`src/rtl/cmt_prog_seq_pkg.sv`:
```
// Shared state type, command codes and frame helper for the DCM_CLKGEN reprogramming sequencer.
package cmt_prog_seq_pkg;

  typedef enum logic [2:0] {
    StIdle,
    StLoadD,
    StGap1,
    StLoadM,
    StGap2,
    StGo,
    StWaitDone
  } state_e;

  // Command bits go out LSB first, so the wire order is 1,0 for LoadD and 1,1 for LoadM.
  localparam logic [1:0] CMD_LOADD = 2'b01;
  localparam logic [1:0] CMD_LOADM = 2'b11;

  localparam int unsigned LOAD_LEN = 10;
  localparam int unsigned GAP_LEN  = 2;

  // The DCM expects value-1; only the low 8 bits are sent, so 256 becomes 8'hFF.
  function automatic logic [LOAD_LEN-1:0] make_frame(input logic [1:0] cmd,
                                                     input logic [8:0] val);
    return {8'(val - 9'd1), cmd};
  endfunction

endpackage

```
`src/rtl/cmt_prog_shifter.sv`:
```
// Load-and-shift serializer for one LoadD/LoadM frame; bit_o is the bit on the wire this cycle.
module cmt_prog_shifter
  import cmt_prog_seq_pkg::*;
(
  input  logic                clk_i,
  input  logic                rst_i,
  input  logic                load_i,
  input  logic                shift_i,
  input  logic [LOAD_LEN-1:0] data_i,
  output logic                bit_o,
  output logic                last_o
);

  logic [LOAD_LEN-1:0] sr_q;
  logic [3:0]          cnt_q;

  always_ff @(posedge clk_i) begin
    if (rst_i) begin
      sr_q  <= '0;
      cnt_q <= '0;
    end else if (load_i) begin
      sr_q  <= data_i;
      cnt_q <= '0;
    end else if (shift_i) begin
      sr_q  <= {1'b0, sr_q[LOAD_LEN-1:1]};
      cnt_q <= cnt_q + 4'd1;
    end
  end

  assign bit_o  = sr_q[0];
  assign last_o = (cnt_q == 4'(LOAD_LEN - 1));

endmodule

```
`src/rtl/cmt_prog_seq.sv`:
```
// Multi-channel DCM_CLKGEN reprogramming sequencer (LoadD / LoadM / GO, then wait for PROGDONE).
// Define CMT_PROG_SEQ_TIMEOUT_EN to enable the WAIT_DONE timeout, single retry and sticky ch_err.
module cmt_prog_seq
  import cmt_prog_seq_pkg::*;
#(
  parameter int unsigned N_CH    = 4,
  parameter int unsigned CH_W    = 2,
  parameter int unsigned M_INIT  = 20,
  parameter int unsigned D_INIT  = 27,
  parameter int unsigned TIMEOUT = 4096
) (
  input  logic            progclk,
  input  logic            rst,
  input  logic            req_valid,
  output logic            req_ready,
  input  logic [CH_W-1:0] req_ch,
  input  logic [8:0]      req_m,
  input  logic [8:0]      req_d,
  output logic            done_pulse,
  output logic            inv_pulse,
  output logic [N_CH-1:0] progen,
  output logic [N_CH-1:0] progdata,
  input  logic [N_CH-1:0] progdone,
  output logic [N_CH-1:0] ch_busy,
  output logic [N_CH-1:0] ch_err
);

  localparam logic [1:0] GAP_LAST = 2'(GAP_LEN - 1);

  state_e          state_q;
  logic [CH_W-1:0] ch_q;
  logic [8:0]      m_q, d_q;
  logic [8:0]      cur_m_q [N_CH];
  logic [8:0]      cur_d_q [N_CH];
  logic [N_CH-1:0] progen_q, busy_q;
  logic            data_en_q, armed_q, ready_q, done_q, inv_q;
  logic [1:0]      gap_q;

  logic                accept, req_legal, redundant, sel_done, gap_last, complete;
  logic                idle_start, retry_go, to_fail;
  logic [8:0]          cur_m_sel, cur_d_sel;
  logic                sh_load, sh_shift, sh_bit, sh_last;
  logic [LOAD_LEN-1:0] sh_data;

`ifdef CMT_PROG_SEQ_TIMEOUT_EN
  localparam int unsigned TO_W = $clog2(TIMEOUT + 1);
  logic [TO_W-1:0] to_cnt_q;
  logic            retry_q, to_hit;
  logic [N_CH-1:0] err_q;
`else
  logic unused_timeout;
  assign unused_timeout = ^TIMEOUT;
`endif

  function automatic logic [N_CH-1:0] ch_onehot(input logic [CH_W-1:0] c);
    logic [N_CH-1:0] v;
    v = '0;
    for (int unsigned i = 0; i < N_CH; i++) v[i] = (32'(c) == i);
    return v;
  endfunction

  always_comb begin
    accept    = req_valid && ready_q;
    req_legal = (req_m >= 9'd2) && (req_m <= 9'd256) && (req_d >= 9'd1) &&
                (req_d <= 9'd256) && (32'(req_ch) < N_CH);
    cur_m_sel = '0;
    cur_d_sel = '0;
    sel_done  = 1'b0;
    for (int unsigned i = 0; i < N_CH; i++) begin
      if (32'(req_ch) == i) begin
        cur_m_sel = cur_m_q[i];
        cur_d_sel = cur_d_q[i];
      end
      if (32'(ch_q) == i) sel_done = progdone[i];
    end
    redundant  = (req_m == cur_m_sel) && (req_d == cur_d_sel);
    gap_last   = (gap_q == GAP_LAST);
    complete   = (state_q == StWaitDone) && armed_q && sel_done;
    idle_start = (state_q == StIdle) && accept && req_legal && !redundant;
`ifdef CMT_PROG_SEQ_TIMEOUT_EN
    to_hit   = (state_q == StWaitDone) && !complete && (to_cnt_q == TO_W'(TIMEOUT - 1));
    retry_go = to_hit && !retry_q;
    to_fail  = to_hit && retry_q;
`else
    retry_go = 1'b0;
    to_fail  = 1'b0;
`endif
    sh_load  = idle_start || retry_go || ((state_q == StGap1) && gap_last);
    sh_shift = (state_q == StLoadD) || (state_q == StLoadM);
    if (state_q == StGap1)      sh_data = make_frame(CMD_LOADM, m_q);
    else if (state_q == StIdle) sh_data = make_frame(CMD_LOADD, req_d);
    else                        sh_data = make_frame(CMD_LOADD, d_q);
  end

  cmt_prog_shifter u_shifter (
    .clk_i   (progclk),
    .rst_i   (rst),
    .load_i  (sh_load),
    .shift_i (sh_shift),
    .data_i  (sh_data),
    .bit_o   (sh_bit),
    .last_o  (sh_last)
  );

  always_ff @(posedge progclk) begin
    if (rst) begin
      state_q   <= StIdle;
      ch_q      <= '0;
      m_q       <= '0;
      d_q       <= '0;
      progen_q  <= '0;
      busy_q    <= '0;
      data_en_q <= 1'b0;
      armed_q   <= 1'b0;
      ready_q   <= 1'b1;
      done_q    <= 1'b0;
      inv_q     <= 1'b0;
      gap_q     <= '0;
      for (int unsigned i = 0; i < N_CH; i++) begin
        cur_m_q[i] <= 9'(M_INIT);
        cur_d_q[i] <= 9'(D_INIT);
      end
`ifdef CMT_PROG_SEQ_TIMEOUT_EN
      to_cnt_q <= '0;
      retry_q  <= 1'b0;
      err_q    <= '0;
`endif
    end else begin
      done_q <= 1'b0;
      inv_q  <= 1'b0;
      case (state_q)
        StIdle: begin
          if (accept) begin
            ch_q <= req_ch;
            m_q  <= req_m;
            d_q  <= req_d;
            if (!req_legal) begin
              inv_q <= 1'b1;
            end else if (redundant) begin
              done_q <= 1'b1;
            end else begin
              state_q   <= StLoadD;
              ready_q   <= 1'b0;
              progen_q  <= ch_onehot(req_ch);
              busy_q    <= ch_onehot(req_ch);
              data_en_q <= 1'b1;
`ifdef CMT_PROG_SEQ_TIMEOUT_EN
              retry_q <= 1'b0;
`endif
            end
          end
        end
        StLoadD, StLoadM: begin
          if (sh_last) begin
            state_q   <= (state_q == StLoadD) ? StGap1 : StGap2;
            progen_q  <= '0;
            data_en_q <= 1'b0;
            gap_q     <= '0;
          end
        end
        StGap1, StGap2: begin
          gap_q <= gap_q + 2'd1;
          if (gap_last) begin
            state_q   <= (state_q == StGap1) ? StLoadM : StGo;
            progen_q  <= ch_onehot(ch_q);
            data_en_q <= (state_q == StGap1);
          end
        end
        StGo: begin
          state_q  <= StWaitDone;
          progen_q <= '0;
          armed_q  <= 1'b0;
`ifdef CMT_PROG_SEQ_TIMEOUT_EN
          to_cnt_q <= '0;
`endif
        end
        StWaitDone: begin
          // A stale high PROGDONE from the previous load must not count as completion.
          if (!sel_done) armed_q <= 1'b1;
          if (complete) begin
            for (int unsigned i = 0; i < N_CH; i++) begin
              if (32'(ch_q) == i) begin
                cur_m_q[i] <= m_q;
                cur_d_q[i] <= d_q;
              end
            end
`ifdef CMT_PROG_SEQ_TIMEOUT_EN
            err_q <= err_q & ~ch_onehot(ch_q);
`endif
            done_q  <= 1'b1;
            ready_q <= 1'b1;
            busy_q  <= '0;
            state_q <= StIdle;
          end
`ifdef CMT_PROG_SEQ_TIMEOUT_EN
          else if (to_fail) begin
            err_q   <= err_q | ch_onehot(ch_q);
            done_q  <= 1'b1;
            ready_q <= 1'b1;
            busy_q  <= '0;
            state_q <= StIdle;
          end else if (retry_go) begin
            retry_q   <= 1'b1;
            state_q   <= StLoadD;
            progen_q  <= ch_onehot(ch_q);
            data_en_q <= 1'b1;
          end else begin
            to_cnt_q <= to_cnt_q + TO_W'(1);
          end
`endif
        end
        default: state_q <= StIdle;
      endcase
    end
  end

  assign req_ready  = ready_q;
  assign done_pulse = done_q;
  assign inv_pulse  = inv_q;
  assign progen     = progen_q;
  assign progdata   = progen_q & {N_CH{data_en_q & sh_bit}};
  assign ch_busy    = busy_q;
`ifdef CMT_PROG_SEQ_TIMEOUT_EN
  assign ch_err = err_q;
`else
  assign ch_err = '0;
`endif

endmodule
```
`config.mk`:
```
export PLATFORM = sky130hd
export DESIGN_NAME = cmt_prog_seq
export DESIGN_NICKNAME = d
export VERILOG_FILES = /design/src/rtl/cmt_prog_seq_pkg.sv /design/src/rtl/cmt_prog_shifter.sv /design/src/rtl/cmt_prog_seq.sv
export SDC_FILE = /design/constraint.sdc
export NUM_CORES = 1
export LEC_CHECK = 0
export ABC_AREA = 0
export ABC_CLOCK_PERIOD_IN_PS = 7450
export CAP_MARGIN = 20
export CORE_ASPECT_RATIO = 1.2
export CORE_MARGIN = 4
export CORE_UTILIZATION = 50
export DETAILED_ROUTE_END_ITERATION = 6
export PLACE_DENSITY = 0.76
export SLEW_MARGIN = 5
export SYNTH_ARGS = -nofsm -noshare
export SYNTH_HDL_FRONTEND = slang
export SYNTH_SLANG_ARGS = --single-unit
```
`constraint.sdc`:
```
create_clock -name progclk -period 7.45 [get_ports progclk]
set_input_delay 1.49 -clock progclk [delete_from_list [all_inputs] [get_ports progclk]]
set_output_delay 1.49 -clock progclk [all_outputs]
set_load 0.01 [all_outputs]
```
==> impl_metrics.csv <==
group,metric,value,unit
sta,timing.final.ws_setup,3.362,ns
clock_tree,numCtsBuffers,17,
synth,synth_compound_area_frac,0.1054,
sta,finalCriticalPeriod,4.088,ns
pwr,vdd_ir_drop_max,204.4,uV
detailed_routing,wl_per_cell,20.04,um
pwr,sw_frac_of_total,0.3055,
clock_tree,cts_sinks,124,
clock_tree,cts_setup_buffers,0,
clock_tree,clk_pin_slew,0.06,ns
final_layout,layout-drive-gt1-share,0.1429,
job,cap_violations,0,
floorplanning,fp-row-count,44,
global_routing,grt_max_degree,57,
clock_tree,cts_root_buf,"clkbuf_16",
clock_tree,cts_tree,"yes",
pwr,power_density,302.7,nW/um^2
global_routing,grt_remaining_overflow,0,
floorplanning,io_pins,46,
critical_path,crit_path_end_kind,"flip-flop",
detailed_routing,drtAntennaViolNets,0,
sta,relSlewSlack,0.3098,
clock_tree,h-tree-depth,4,
floorplanning,initial_core_util,0.5100,
detailed_routing,drtIter0Drc,456,
synth,synthArstFlopShare,0,
synth,synth.avg_cell_area,11.14,um^2
placement,port-buffer-count,41,
sta,fin_setup_tns,0,ns
placement,post-place-ws,2.950,ns
sta,finalCritPeriodShare,0.5487,
detailed_routing,num_vias,4497,
global_routing,grt_pass1_vias,4494,
synth,yosys_warnings,0,
detailed_routing,drc_errors,0,
floorplanning,die_x,109.2,um
sta,fin_skew,0.006800,ns
critical_path,worst_ep_required_time,7.77,ns
synth,synth.area.mux_share,0.09768,
outcome,outcome,"finished clean",
pwr,seqPwrFrac,0.389,
synth,synth_edf_count,72,
pwr,switchingPower,0.0006812,W
critical_path,r2r_slack,4.01,ns
synth,yosysSeqAreaShare,0.5210,
critical_path,cp_max_fo,29,
placement,dpl.hpwl,9825,um
clock_tree,cts_resized,0,
synth,ys_seq_elements,124,
min_path,min_path_cells,2,
placement,gp_congestion,0.8497,
floorplanning,core,12060,um^2
detailed_routing,vias_per_cell,5.894,
detailed_routing,dr.pass1.iters,6,
detailed_routing,wl,15290,um
sta,rsz0062_at_grt,"no",
final_layout,antenna_cells,0,
clock_tree,max-clock-path-buffers,2,
synth,ys_types,58,
final_layout,postLayoutCellArea,7366,um^2
critical_path,r2r-end,"u_shifter.sr_q[8]$_SDFFE_PP0P_",
critical_path,cp.arrival,4.41,ns
min_path,hp-class,"flip-flop to flip-flop",
critical_path,r2r_start,"state_q[0]$_SDFFE_PP0P_",
critical_path,critPathKind,"input port to flip-flop",
pwr,p_int,0.001548,W
final_layout,nNetsFinal,620,
synth,synth_area,6148,um^2
critical_path,r2r.worst_path.cells,7,
sta,finalSetupViolCount,0,
sta,slew_violations,0,
floorplanning,die_h,129.5,um
sta,fmaxAchievable,244.6,MHz
clock_tree,cts-hold-fix-buffers,0,
synth,synthFlopType,"edfxtp_1",
sta,tightest_slew,1.035,ns
placement,place_area,6685,um^2
synth,synth_top_family_by_area,"simple AND/OR/NAND/NOR gates",
pwr,p_total,0.002230,W
floorplanning,dieArea,14140,um^2
critical_path,crit_path_start_kind,"input port",
pwr,p_leak,2.543,nW
min_path,hold_start,"u_shifter.sr_q[3]$_SDFFE_PP0P_",
sta,hold_violations,0,
synth,synth_xor_area_frac,0.04131,
global_routing,grt_usage,0.2280,
synth,synth_fa_ha_area_frac,0.008140,
global_routing,grt_pass1_wl,23960,um
min_path,hold_path_end,"u_shifter.sr_q[2]$_SDFFE_PP0P_",
pwr,clkPwrFrac,0.381,
final_layout,synthToLayoutAreaGrowth,19.80,%
clock_tree,clkLatencyLatePin,0.41,ns
pwr,comb_power_share,0.230,
synth,syn_inst,552,
global_routing,antenna_found_initial,0,
synth,yosys.area_share.simple,0.1929,
-- flip-flops by register name (all words and copies together), names as in the netlist --
register	flops
gap_q	2
cur_m_q	36
m_q	9
data_en_q	1
done_pulse	1
u_shifter.sr_q	10
u_shifter.cnt_q	4
ch_q	2
cur_d_q	36
d_q	9
inv_pulse	1
req_ready	1
armed_q	1
ch_busy	4
state_q	3
progen	4
-- final cells by class --
type / instances / area (um^2)
inverter: 7 / 26.28
fill: 943 / 4691
sequential: 124 / 3203
tap: 161 / 201.4
clock inverter: 12 / 133.9
clock buffer: 20 / 489.2
timing repair buffer: 52 / 525.5
multi-input combinational: 387 / 2786
-- power groups by stage --
stage                     sequential [W]  combinational, W  clock (W)
after floorplan                 0.000854          0.000371          0
after global placement          0.000875          0.000484          0
after detailed placement        0.000881          0.000501          0
after CTS                       0.000868          0.000505   0.000856
after global routing            0.000881          0.000562   0.000892
final                           0.000868          0.000512   0.000850
-- synth_stat cells, types with 4 or more instances --
cell type  number  area [um^2]
buf_4           4        30.03
a21oi_1        30        150.1
or2b_1          4        30.03
xnor2_1        20        175.2
inv_1           7        26.28
buf_2           6        30.03
nor4_1          4        25.02
o21bai_1        4        30.03
mux4_2         17        382.9
nor3_1          8        40.04
dfxtp_1        52         1041
ha_1            4        50.05
nand3_1         4        20.02
mux2i_1        15        150.1
nand2_1        59        221.5
and2_1         52        325.3
a211oi_1       15        112.6
a221oi_2        5        75.07
nor2_1         28        105.1
nand3b_1        5        37.54
nand4_1         4        25.02
nand2b_1       24        150.1
and3_1          8        50.05
xor2_1          9        78.83
o21ai_0        10        50.05
mux2_2          6        67.56
nor2b_1         8        50.05
clkbuf_1       22        82.58
edfxtp_1       72         2162
-- how the worst max path moves through the flow --
stage / end / cells after the start / slack (ns) / startpoint
after floorplan: u_shifter.sr_q[4]$_SDFFE_PP0P_ / 10 / 3.90 / req_ch[1]
after global placement: u_shifter.sr_q[8]$_SDFFE_PP0P_ / 8 / 3.05 / req_ch[0]
after detailed placement: u_shifter.cnt_q[1]$_SDFFE_PP0N_ / 8 / 2.95 / req_ch[0]
after CTS: u_shifter.cnt_q[1]$_SDFFE_PP0N_ / 8 / 3.37 / req_ch[0]
after global routing: u_shifter.sr_q[6]$_SDFFE_PP0P_ / 8 / 3.13 / req_ch[0]
final: u_shifter.cnt_q[1]$_SDFFE_PP0N_ / 8 / 3.36 / req_ch[0]
-- critical path: stages --
cell	delay, ns
buf_2	0.63
mux4_2	0.62
xnor2_1	0.27
nand4_1	0.15
nor4_2	0.33
a21boi_2	0.23
or3_4	0.44
a211oi_2	0.22
-- through the flow --
step                cells  utilization  hold WS (ns)
global placement      727       0.5532        0.4472
floorplan             555            -        0.4416
global route          763       0.6109        0.4909
detailed placement    728       0.5545        0.4634
CTS                   760       0.6062        0.4736
finish                763       0.6109        0.4763
-- cells by family after synthesis --
group                    after synthesis
AND/OR/NAND/NOR                      220
flip-flops                           124
AO/OA/AOI/OAI                         92
buffers and inverters                 44
multiplexers                          38
XOR/XNOR                              29
adder cells (fa/ha/maj)                4
other                                  1
-- layout by cell type, fill, tap and decap left out, types with 3 or more instances in the layout --
master	count
a211oi_1	15
a21o_1	3
a21oi_1	30
a221oi_2	5
a31oi_1	3
and2_1	52
and3_1	8
buf_4	7
buf_8	3
clkbuf_16	19
clkdlybuf4s50_1	39
clkinvlp_4	6
conb_1	4
dfxtp_1	52
edfxtp_1	72
ha_1	4
inv_1	7
mux2_2	6
mux2i_1	15
mux4_2	17
nand2_1	59
nand2b_1	24
nand3_1	4
nand3b_1	5
nand4_1	4
nor2_1	28
nor2b_1	8
nor3_1	5
nor3_2	3
nor4_1	3
nor4_2	3
o21ai_0	10
o21bai_2	3
o22ai_1	3
o41ai_1	3
or2b_1	4
xnor2_1	20
xor2_1	9
-- routing by layer --
| layer | vias to the layer above | part of all wire | GRT usage |
|---|---|---|---|
| met5 | - | 0 | 0 |
| met4 | 0 | 0.012 | 0.06970 |
| met3 | 19 | 0.076 | 0.06029 |
| met2 | 209 | 0.52 | 0.3901 |
| met1 | 2194 | 0.39 | 0.2828 |
| li1 | 2075 | - | - |
Note: power is estimated with default switching activity, not from simulation.
